### src/rtl/rtc_pkg.sv
// Shared time-of-day types, field limits and helper arithmetic for the RTC core.
// Latency: n/a (types, constants and pure functions only).
// Backpressure: n/a.
package rtc_pkg;

    localparam int SEC_W  = 6;
    localparam int MIN_W  = 6;
    localparam int HOUR_W = 5;

    localparam logic [SEC_W-1:0]  SEC_MAX  = 6'd59;
    localparam logic [MIN_W-1:0]  MIN_MAX  = 6'd59;
    localparam logic [HOUR_W-1:0] HOUR_MAX = 5'd23;
    localparam logic [HOUR_W-1:0] HOUR_NOON = 5'd12;

    typedef struct packed {
        logic [HOUR_W-1:0] hour;
        logic [MIN_W-1:0]  min;
        logic [SEC_W-1:0]  sec;
    } rtc_time_t;

    localparam rtc_time_t TIME_ZERO = '0;

    // 24 h hour to 12 h display hour: midnight shows as 12, afternoon folds down by 12.
    function automatic logic [HOUR_W-1:0] to12h(input logic [HOUR_W-1:0] h);
        logic [HOUR_W-1:0] r;
        if (h == 5'd0) begin
            r = HOUR_NOON;
        end else if (h > HOUR_NOON) begin
            r = h - HOUR_NOON;
        end else begin
            r = h;
        end
        return r;
    endfunction

    // Range check shared by time load and alarm write.
    function automatic logic time_valid(input logic [HOUR_W-1:0] h,
                                        input logic [MIN_W-1:0]  m,
                                        input logic [SEC_W-1:0]  s);
        return (h <= HOUR_MAX) && (m <= MIN_MAX) && (s <= SEC_MAX);
    endfunction

    // One second forward with carries; 23:59:59 wraps to 00:00:00.
    function automatic rtc_time_t time_inc(input rtc_time_t t);
        rtc_time_t r;
        r = t;
        if (t.sec == SEC_MAX) begin
            r.sec = '0;
            if (t.min == MIN_MAX) begin
                r.min  = '0;
                r.hour = (t.hour == HOUR_MAX) ? '0 : t.hour + 5'd1;
            end else begin
                r.min = t.min + 6'd1;
            end
        end else begin
            r.sec = t.sec + 6'd1;
        end
        return r;
    endfunction

    // One second backward with borrows; 00:00:00 would wrap to 23:59:59,
    // but the timekeeper never applies a decrement at zero.
    function automatic rtc_time_t time_dec(input rtc_time_t t);
        rtc_time_t r;
        r = t;
        if (t.sec == '0) begin
            r.sec = SEC_MAX;
            if (t.min == '0) begin
                r.min  = MIN_MAX;
                r.hour = (t.hour == '0) ? HOUR_MAX : t.hour - 5'd1;
            end else begin
                r.min = t.min - 6'd1;
            end
        end else begin
            r.sec = t.sec - 6'd1;
        end
        return r;
    endfunction

endpackage

### src/rtl/rtc_tick_gen.sv
// One-second tick source: internal prescaler or falling edge of an external 1 Hz wave.
// Latency: internal tick combinational from the prescaler; external tick one cycle after the edge.
// Backpressure: none; tick is a free-running single-cycle strobe.
module rtc_tick_gen
    import rtc_pkg::*;
#(
    parameter int TICK_DIV     = 50_000_000,
    parameter bit USE_EXT_TICK = 1'b0
) (
    input  logic clk,
    input  logic rst,
    input  logic tick_in,
    input  logic presc_clr,
    output logic tick
);

    localparam int CW = $clog2(TICK_DIV);
    localparam logic [CW-1:0] LAST = CW'(TICK_DIV - 1);
    localparam logic [CW-1:0] ONE  = CW'(1);

    logic [CW-1:0] presc_q;
    logic          tick_in_d;

    // Prescaler wraps at TICK_DIV-1; restart requests realign it so the next second is full length.
    // In external-tick mode it is parked at zero.
    always_ff @(posedge clk or posedge rst) begin
        if (rst) begin
            presc_q <= '0;
        end else if (USE_EXT_TICK || presc_clr || (presc_q == LAST)) begin
            presc_q <= '0;
        end else begin
            presc_q <= presc_q + ONE;
        end
    end

    // Delay flop for external falling-edge detection.
    always_ff @(posedge clk or posedge rst) begin
        if (rst) begin
            tick_in_d <= 1'b0;
        end else begin
            tick_in_d <= tick_in;
        end
    end

    assign tick = USE_EXT_TICK ? (tick_in_d & ~tick_in) : (presc_q == LAST);

endmodule

### src/rtl/rtc_timekeeper.sv
// hh:mm:ss up/down counter with load, clear, run control, 12/24 h view and hh:mm alarm.
// Latency: time, running and all strobes register one cycle after the tick/command; view is combinational.
// Backpressure: none; commands are single-cycle pulses, out-of-range writes are dropped with load_err.
module rtc_timekeeper
    import rtc_pkg::*;
#(
    parameter int TICK_DIV     = 50_000_000,
    parameter bit USE_EXT_TICK = 1'b0
) (
    input  logic              clk,
    input  logic              rst,
    input  logic              tick_in,
    input  logic              btn_start,
    input  logic              btn_pause,
    input  logic              btn_clear,
    input  logic              count_down,
    input  logic              mode_12h,
    input  logic              load,
    input  logic [HOUR_W-1:0] ld_hour,
    input  logic [MIN_W-1:0]  ld_min,
    input  logic [SEC_W-1:0]  ld_sec,
    input  logic              alarm_wr,
    input  logic [HOUR_W-1:0] al_hour,
    input  logic [MIN_W-1:0]  al_min,
    input  logic              alarm_en,
    output logic [SEC_W-1:0]  sec,
    output logic [MIN_W-1:0]  min,
    output logic [HOUR_W-1:0] hour,
    output logic [HOUR_W-1:0] disp_hour,
    output logic              pm,
    output logic              running,
    output logic              sec_pulse,
    output logic              alarm_hit,
    output logic              timer_done,
    output logic              load_err
);

    rtc_time_t         cur_q;
    rtc_time_t         ld_time;
    rtc_time_t         up_time;
    rtc_time_t         dn_time;
    rtc_time_t         alarm_time;
    logic [HOUR_W-1:0] al_hour_q;
    logic [MIN_W-1:0]  al_min_q;
    logic              running_q;
    logic              sec_pulse_q;
    logic              alarm_hit_q;
    logic              timer_done_q;
    logic              load_err_q;

    logic tick;
    logic ld_ok;
    logic al_ok;
    logic presc_clr;
    logic step_en;
    logic step_up;
    logic step_dn;
    logic at_zero;
    logic dn_apply;
    logic cd_end;

    rtc_tick_gen #(
        .TICK_DIV     (TICK_DIV),
        .USE_EXT_TICK (USE_EXT_TICK)
    ) u_tick_gen (
        .clk       (clk),
        .rst       (rst),
        .tick_in   (tick_in),
        .presc_clr (presc_clr),
        .tick      (tick)
    );

    assign ld_ok      = time_valid(ld_hour, ld_min, ld_sec);
    assign al_ok      = time_valid(al_hour, al_min, 6'd0);
    assign ld_time    = {ld_hour, ld_min, ld_sec};
    assign alarm_time = {al_hour_q, al_min_q, 6'd0};

    // Restart the second on clear, accepted load, or a start from the stopped state.
    assign presc_clr = btn_clear | (load & ld_ok) | (btn_start & ~running_q);

    // Clear and load (even a rejected one) own the cycle; a coincident tick is dropped.
    assign step_en  = tick & running_q & ~btn_clear & ~load;
    assign step_up  = step_en & ~count_down;
    assign step_dn  = step_en & count_down;
    assign at_zero  = (cur_q == TIME_ZERO);
    assign up_time  = time_inc(cur_q);
    assign dn_time  = time_dec(cur_q);

    // A countdown tick either lands on zero or is already at zero (no wrap); both end the timer.
    assign dn_apply = step_dn & ~at_zero;
    assign cd_end   = step_dn & (at_zero | (dn_time == TIME_ZERO));

    // Time register: clear > load > tick step.
    always_ff @(posedge clk or posedge rst) begin
        if (rst) begin
            cur_q <= TIME_ZERO;
        end else if (btn_clear) begin
            cur_q <= TIME_ZERO;
        end else if (load) begin
            if (ld_ok) begin
                cur_q <= ld_time;
            end
        end else if (step_up) begin
            cur_q <= up_time;
        end else if (dn_apply) begin
            cur_q <= dn_time;
        end
    end

    // Run state: pause beats start, and reaching the end of a countdown stops the timer.
    always_ff @(posedge clk or posedge rst) begin
        if (rst) begin
            running_q <= 1'b0;
        end else if (cd_end || btn_pause) begin
            running_q <= 1'b0;
        end else if (btn_start) begin
            running_q <= 1'b1;
        end
    end

    // Stored alarm hh:mm, only replaced by an in-range write.
    always_ff @(posedge clk or posedge rst) begin
        if (rst) begin
            al_hour_q <= '0;
            al_min_q  <= '0;
        end else if (alarm_wr && al_ok) begin
            al_hour_q <= al_hour;
            al_min_q  <= al_min;
        end
    end

    // Single-cycle strobes, registered alongside the time they describe.
    always_ff @(posedge clk or posedge rst) begin
        if (rst) begin
            sec_pulse_q  <= 1'b0;
            alarm_hit_q  <= 1'b0;
            timer_done_q <= 1'b0;
            load_err_q   <= 1'b0;
        end else begin
            sec_pulse_q  <= step_up | dn_apply;
            alarm_hit_q  <= step_up & alarm_en & (up_time == alarm_time);
            timer_done_q <= cd_end;
            load_err_q   <= (load & ~ld_ok) | (alarm_wr & ~al_ok);
        end
    end

    assign sec        = cur_q.sec;
    assign min        = cur_q.min;
    assign hour       = cur_q.hour;
    assign disp_hour  = mode_12h ? to12h(cur_q.hour) : cur_q.hour;
    assign pm         = (cur_q.hour >= HOUR_NOON);
    assign running    = running_q;
    assign sec_pulse  = sec_pulse_q;
    assign alarm_hit  = alarm_hit_q;
    assign timer_done = timer_done_q;
    assign load_err   = load_err_q;

endmodule

### config.mk
export PLATFORM = sky130hd
export DESIGN_NAME = rtc_timekeeper
export DESIGN_NICKNAME = d
export VERILOG_FILES = /design/src/rtl/rtc_pkg.sv /design/src/rtl/rtc_tick_gen.sv /design/src/rtl/rtc_timekeeper.sv
export SDC_FILE = /design/constraint.sdc
export NUM_CORES = 1
export LEC_CHECK = 0
export CORE_MARGIN = 2
export CORE_UTILIZATION = 40
export CTS_BUF_LIST = sky130_fd_sc_hd__clkbuf_8 sky130_fd_sc_hd__clkbuf_16
export DETAILED_ROUTE_END_ITERATION = 12
export GPL_TIMING_DRIVEN = 0
export PLACE_DENSITY = 0.74
export SLEW_MARGIN = 20
export SYNTH_ARGS = -nofsm -noshare
export SYNTH_HDL_FRONTEND = slang
export SYNTH_SLANG_ARGS = --single-unit
### constraint.sdc
create_clock -name clk -period 2.9 [get_ports clk]
set_input_delay 0.435 -clock clk [delete_from_list [all_inputs] [get_ports clk]]
set_output_delay 0.435 -clock clk [all_outputs]
set_load 0.02 [all_outputs]
==> tab_implementation.tex <==
\begin{tabular}{lr}
\hline
Metric & Value \\
\hline
\multicolumn{2}{l}{\textbf{Timing}} \\
\quad Relative slew margins & between 50\% and 60\% \\
\quad Count of endpoints failing setup in the final report & 0 \\
\quad Minimum setup slack in the final design & between 0.1 and 0.15 ns \\
\quad Worst Max-Slew Pin Slew & between 0.6 and 0.7 ns \\
\quad Final worst path period share & a little over nine tenths \\
\quad Fin crit period & roughly 2.8 ns \\
\quad Final Hold Vio Count & 0 \\
\quad Max-slew violation total from the final report & 0 \\
\quad Unrepaired setup endpoints after global routing & true \\
\quad Timing-limited maximum frequency & 0.3577 GHz \\
\quad Worst clock skew & between 0.008 and 0.009 ns \\
\multicolumn{2}{l}{\textbf{CTS}} \\
\quad Number of clock buffers inserted by TritonCTS & 9 \\
\quad TritonCTS Sinks & 59 \\
\quad Clock latency on the worst-skew pair & $\sim$0.35 ns \\
\quad Maximum buffer depth of the clock tree & 2 \\
\quad CTS H-Tree Depth & 3 \\
\quad Buffer cell driving the clock tree root & sky130\_fd\_sc\_hd\_\_clkbuf\_16 \\
\quad TritonCTS clock tree & built \\
\quad Clock slew at reported path FFs & about 0.060 ns \\
\quad Number of hold buffers added after cts & 0 \\
\multicolumn{2}{l}{\textbf{Die}} \\
\quad Die Y-Extent & around 110 um \\
\quad Area of the die & roughly 12000 um\^{}2 \\
\quad Initial core utilization & between 40 and 50\% \\
\quad Number of core rows & 38 \\
\quad Standard cell core area & 10980 um\^{}2 \\
\quad Horiz. Die Dim & 110.8 um \\
\quad Number of top-level design ports & between 60 and 70 \\
\multicolumn{2}{l}{\textbf{Global route}} \\
\quad All-layer global routing usage & 24.14\% \\
\quad Remaining Overflow, GRT & 0 \\
\quad Maximum number of pins on one net before global-route repair & 46 \\
\quad Wire length of the first global-routing pass & 23650 um \\
\quad Number of antenna violations at the first check in global routing & 0 \\
\quad Via count of the first global-routing pass & 4443 \\
\multicolumn{2}{l}{\textbf{Worst hold path}} \\
\quad Tightest Hold Check Type & in -> async \\
\multicolumn{2}{l}{\textbf{Worst setup path}} \\
\quad Register-to-Register Setup Slack & $\sim$0.13 ns \\
\quad Critical path class & reg -> out \\
\quad Data arrival time of the critical path & roughly 2.4 ns \\
\quad Critical path capture point type & output pin \\
\quad CP Data Required Time & approximately 2.5 ns \\
\quad CP max FO & 10 \\
\quad Worst reg2reg startpoint & min[1] \\
\quad R2r endpoint & sec[1] \\
\quad Path depth of the worst reg2reg path & 9 \\
\quad Launching element type of the critical path & register \\
\multicolumn{2}{l}{\textbf{Placed design}} \\
\quad Worst Setup Slack post-DPL & -0.4267 ns \\
\quad Detailed Place HPWL & $\sim$11000 um \\
\quad Port Buffers & 64 \\
\quad Number of cells in the design after placement & approximately 750 \\
\quad Post-place instance area & 5405 um\^{}2 \\
\quad GP Congestion & 1.094 \\
\multicolumn{2}{l}{\textbf{Drt}} \\
\quad Remaining routing DRC violations & 0 \\
\quad Total via count after detailed routing & around 4600 \\
\quad Final ANT Viol Nets & 0 \\
\quad Drt first-iter violations & roughly 370 \\
\quad Drt pass-1 iters & 5 \\
\quad Detail-routed net length per standard cell & 19.29 um \\
\quad Routed vias/inst & around 6 \\
\quad Total detailed-routing wirelength & approximately 15000 um \\
\multicolumn{2}{l}{\textbf{Logic synthesis}} \\
\quad Area of the mapped netlist & 4559 um\^{}2 \\
\quad Syn nets & between 600 and 700 \\
\quad Number of warnings printed during yosys synthesis & 0 \\
\quad Top flip-flop cell by instance count after synthesis & sky130\_fd\_sc\_hd\_\_dfrtp\_1 \\
\quad Post-synthesis sequential element count & between 50 and 60 \\
\quad Post-Syn Area per Cell & roughly 8.3 um\^{}2 \\
\quad Proportion of synthesized chip area in sequential cells & around a third \\
\quad Async SR Flop Fraction & 100.0\% \\
\quad Count of different cell masters after synthesis & 68 \\
\quad Synthesized instance count & 548 \\
\quad Number of enable-type register cells in the synthesized netlist & 0 \\
\multicolumn{2}{l}{\textbf{Pwr}} \\
\quad Logic pwr share & 28.2\% \\
\quad Internal Power & roughly 2.0 mW \\
\quad Psw & a little under 1 mW \\
\quad Maximum vdd ir drop & 280.2 uV \\
\quad Power density of the placed cells & 519.5 nW/um\^{}2 \\
\quad Clock share of power & between 30\% and 40\% \\
\quad Sequential share of power & a little under a third \\
\quad Total Power & a little over 3 mW \\
\quad Switching share of power & between 30\% and 40\% \\
\quad Leak & approximately 2.2 nW \\
\multicolumn{2}{l}{\textbf{Layout}} \\
\quad Final standard cell area without fillers & roughly 5800 um\^{}2 \\
\quad Synthesis-to-layout area growth & 27.41\% \\
\quad Layout cell share with drive strength beyond 1 & 10.32\% \\
\quad Non-filler cells in the finished layout & 770 \\
\quad Antenna cells & 0 \\
\quad Number of nets in the layout & about 680 \\
\multicolumn{2}{l}{\textbf{Flow run}} \\
\quad Count of maximum capacitance violations & 0 \\
\multicolumn{2}{l}{\textbf{Status}} \\
\quad Run status & complete, no violations \\
\hline
\end{tabular}
==> critical path: stages, from the launching register on <==
cell and delay [ns]:
sky130_fd_sc_hd__dfrtp_1 0.43, sky130_fd_sc_hd__clkbuf_4 0.24, sky130_fd_sc_hd__inv_1 0.11, sky130_fd_sc_hd__ha_1 0.24, sky130_fd_sc_hd__and3b_2 0.24, sky130_fd_sc_hd__a21oi_1 0.15
sky130_fd_sc_hd__clkdlybuf4s50_1 0.62
==> state kept, by name, summed over array words and instances, names as in the netlist, 5 cells and up <==
signal              count
u_tick_gen.presc_q     26
al_min_q                6
min                     6
sec                     6
al_hour_q               5
hour                    5
==> metal layers <==
| layer | vias up | share of wire [%] | wire length [um] | GRT usage (%) |
|---|---|---|---|---|
| li1 | 2181 | - | - | - |
| met1 | 2248 | 43 | 6393 | 31.13 |
| met2 | 186 | 49 | 7298 | 40.41 |
| met3 | 24 | 6.1 | 907 | 5.085 |
| met4 | 0 | 1.7 | 256 | 7.917 |
| met5 | - | 0 | 0 | 0 |
==> per-stage QoR <==
stage / util (%) / TNS [ns] / hold slack, ns
after global placement: 48.94 / -8.318 / 0.5068
final: 52.89 / 0 / 0.3565
after floorplan: - / 0 / 0.4761
after detailed placement: 49.21 / -4.896 / 0.5091
after CTS: 52.59 / 0 / 0.3562
after global routing: 52.89 / -0.07476 / 0.3662
==> cell usage after synthesis (all sizes together) (8+ instances only) <==
| cell | number | area [um^2] |
|---|---|---|
| xnor2 | 21 | 183.9 |
| a31oi | 9 | 56.30 |
| nand2 | 43 | 161.4 |
| inv | 23 | 86.33 |
| a21oi | 36 | 180.2 |
| nand2b | 10 | 62.56 |
| nor4 | 8 | 71.32 |
| nor3 | 18 | 90.09 |
| nand3 | 26 | 130.1 |
| mux2i | 10 | 100.1 |
| xor2 | 14 | 122.6 |
| nand4 | 19 | 133.9 |
| dfrtp | 59 | 1476 |
| and3 | 10 | 62.56 |
| mux2 | 12 | 135.1 |
| clkbuf | 28 | 105.1 |
| or3 | 9 | 56.30 |
| nor2 | 54 | 202.7 |
| o21ai | 33 | 165.2 |
| ha | 14 | 175.2 |
==> placed cells by master, fill, tap and decap left out, drive strengths merged, types with 19 or more instances in the layout <==
master	n
a21oi	36
clkbuf	34
clkdlybuf4s50	62
dfrtp	59
inv	25
nand2	43
nand3	26
nand4	19
nor2	54
o21ai	33
xnor2	21
==> power groups by stage <==
stage	combinational, mW	clock (mW)	sequential [mW]
after floorplan	0.495	0	0.980
after global placement	0.806	0	0.967
after detailed placement	0.821	0	0.970
after CTS	0.829	1.22	0.959
after global routing	0.915	1.27	0.974
final	0.851	1.20	0.964
==> how the worst max path moves through the flow <==
stage               start           end  depth (start not counted)
2_1_floorplan      sec[1]        sec[1]                          9
3_5_place_dp   count_down        sec[1]                          9
4_1_cts           hour[2]  disp_hour[0]                          6
3_3_place_gp   count_down        sec[1]                          9
6_report          hour[2]  disp_hour[0]                          6
5_1_grt            min[0]       hour[0]                          9
==> area by class of cell <==
class                      instances  area (um^2)
buffer                            27        122.6
clock buffer                      10        239.0
clock inverter                     6        95.09
fill                            1024         5174
inverter                          23        88.84
multi-input combinational        435         2904
sequential                        59         1481
tap                              140        175.2
timing repair buffer              70        703.2
==> logic make-up (layout without fill, tap and decap cells) <==
family	count (synthesis)	in the layout	synth area share, %
simple gates	231	231	27.58
compound gates	133	133	19.59
mux	22	22	5.159
flops	59	59	32.38
xor+xnor	35	35	6.724
fa+ha+maj	14	14	3.842
buf+inv	54	136	4.720
==> what timing repair did <==
action | 4_1_cts | 5_1_grt
gates resized for setup | 9 | 16
buffers inserted | 3 | 2
setup endpoints to repair | 23 | 29
pin swaps | 2 | 1
(Power assumes the default switching activity.)
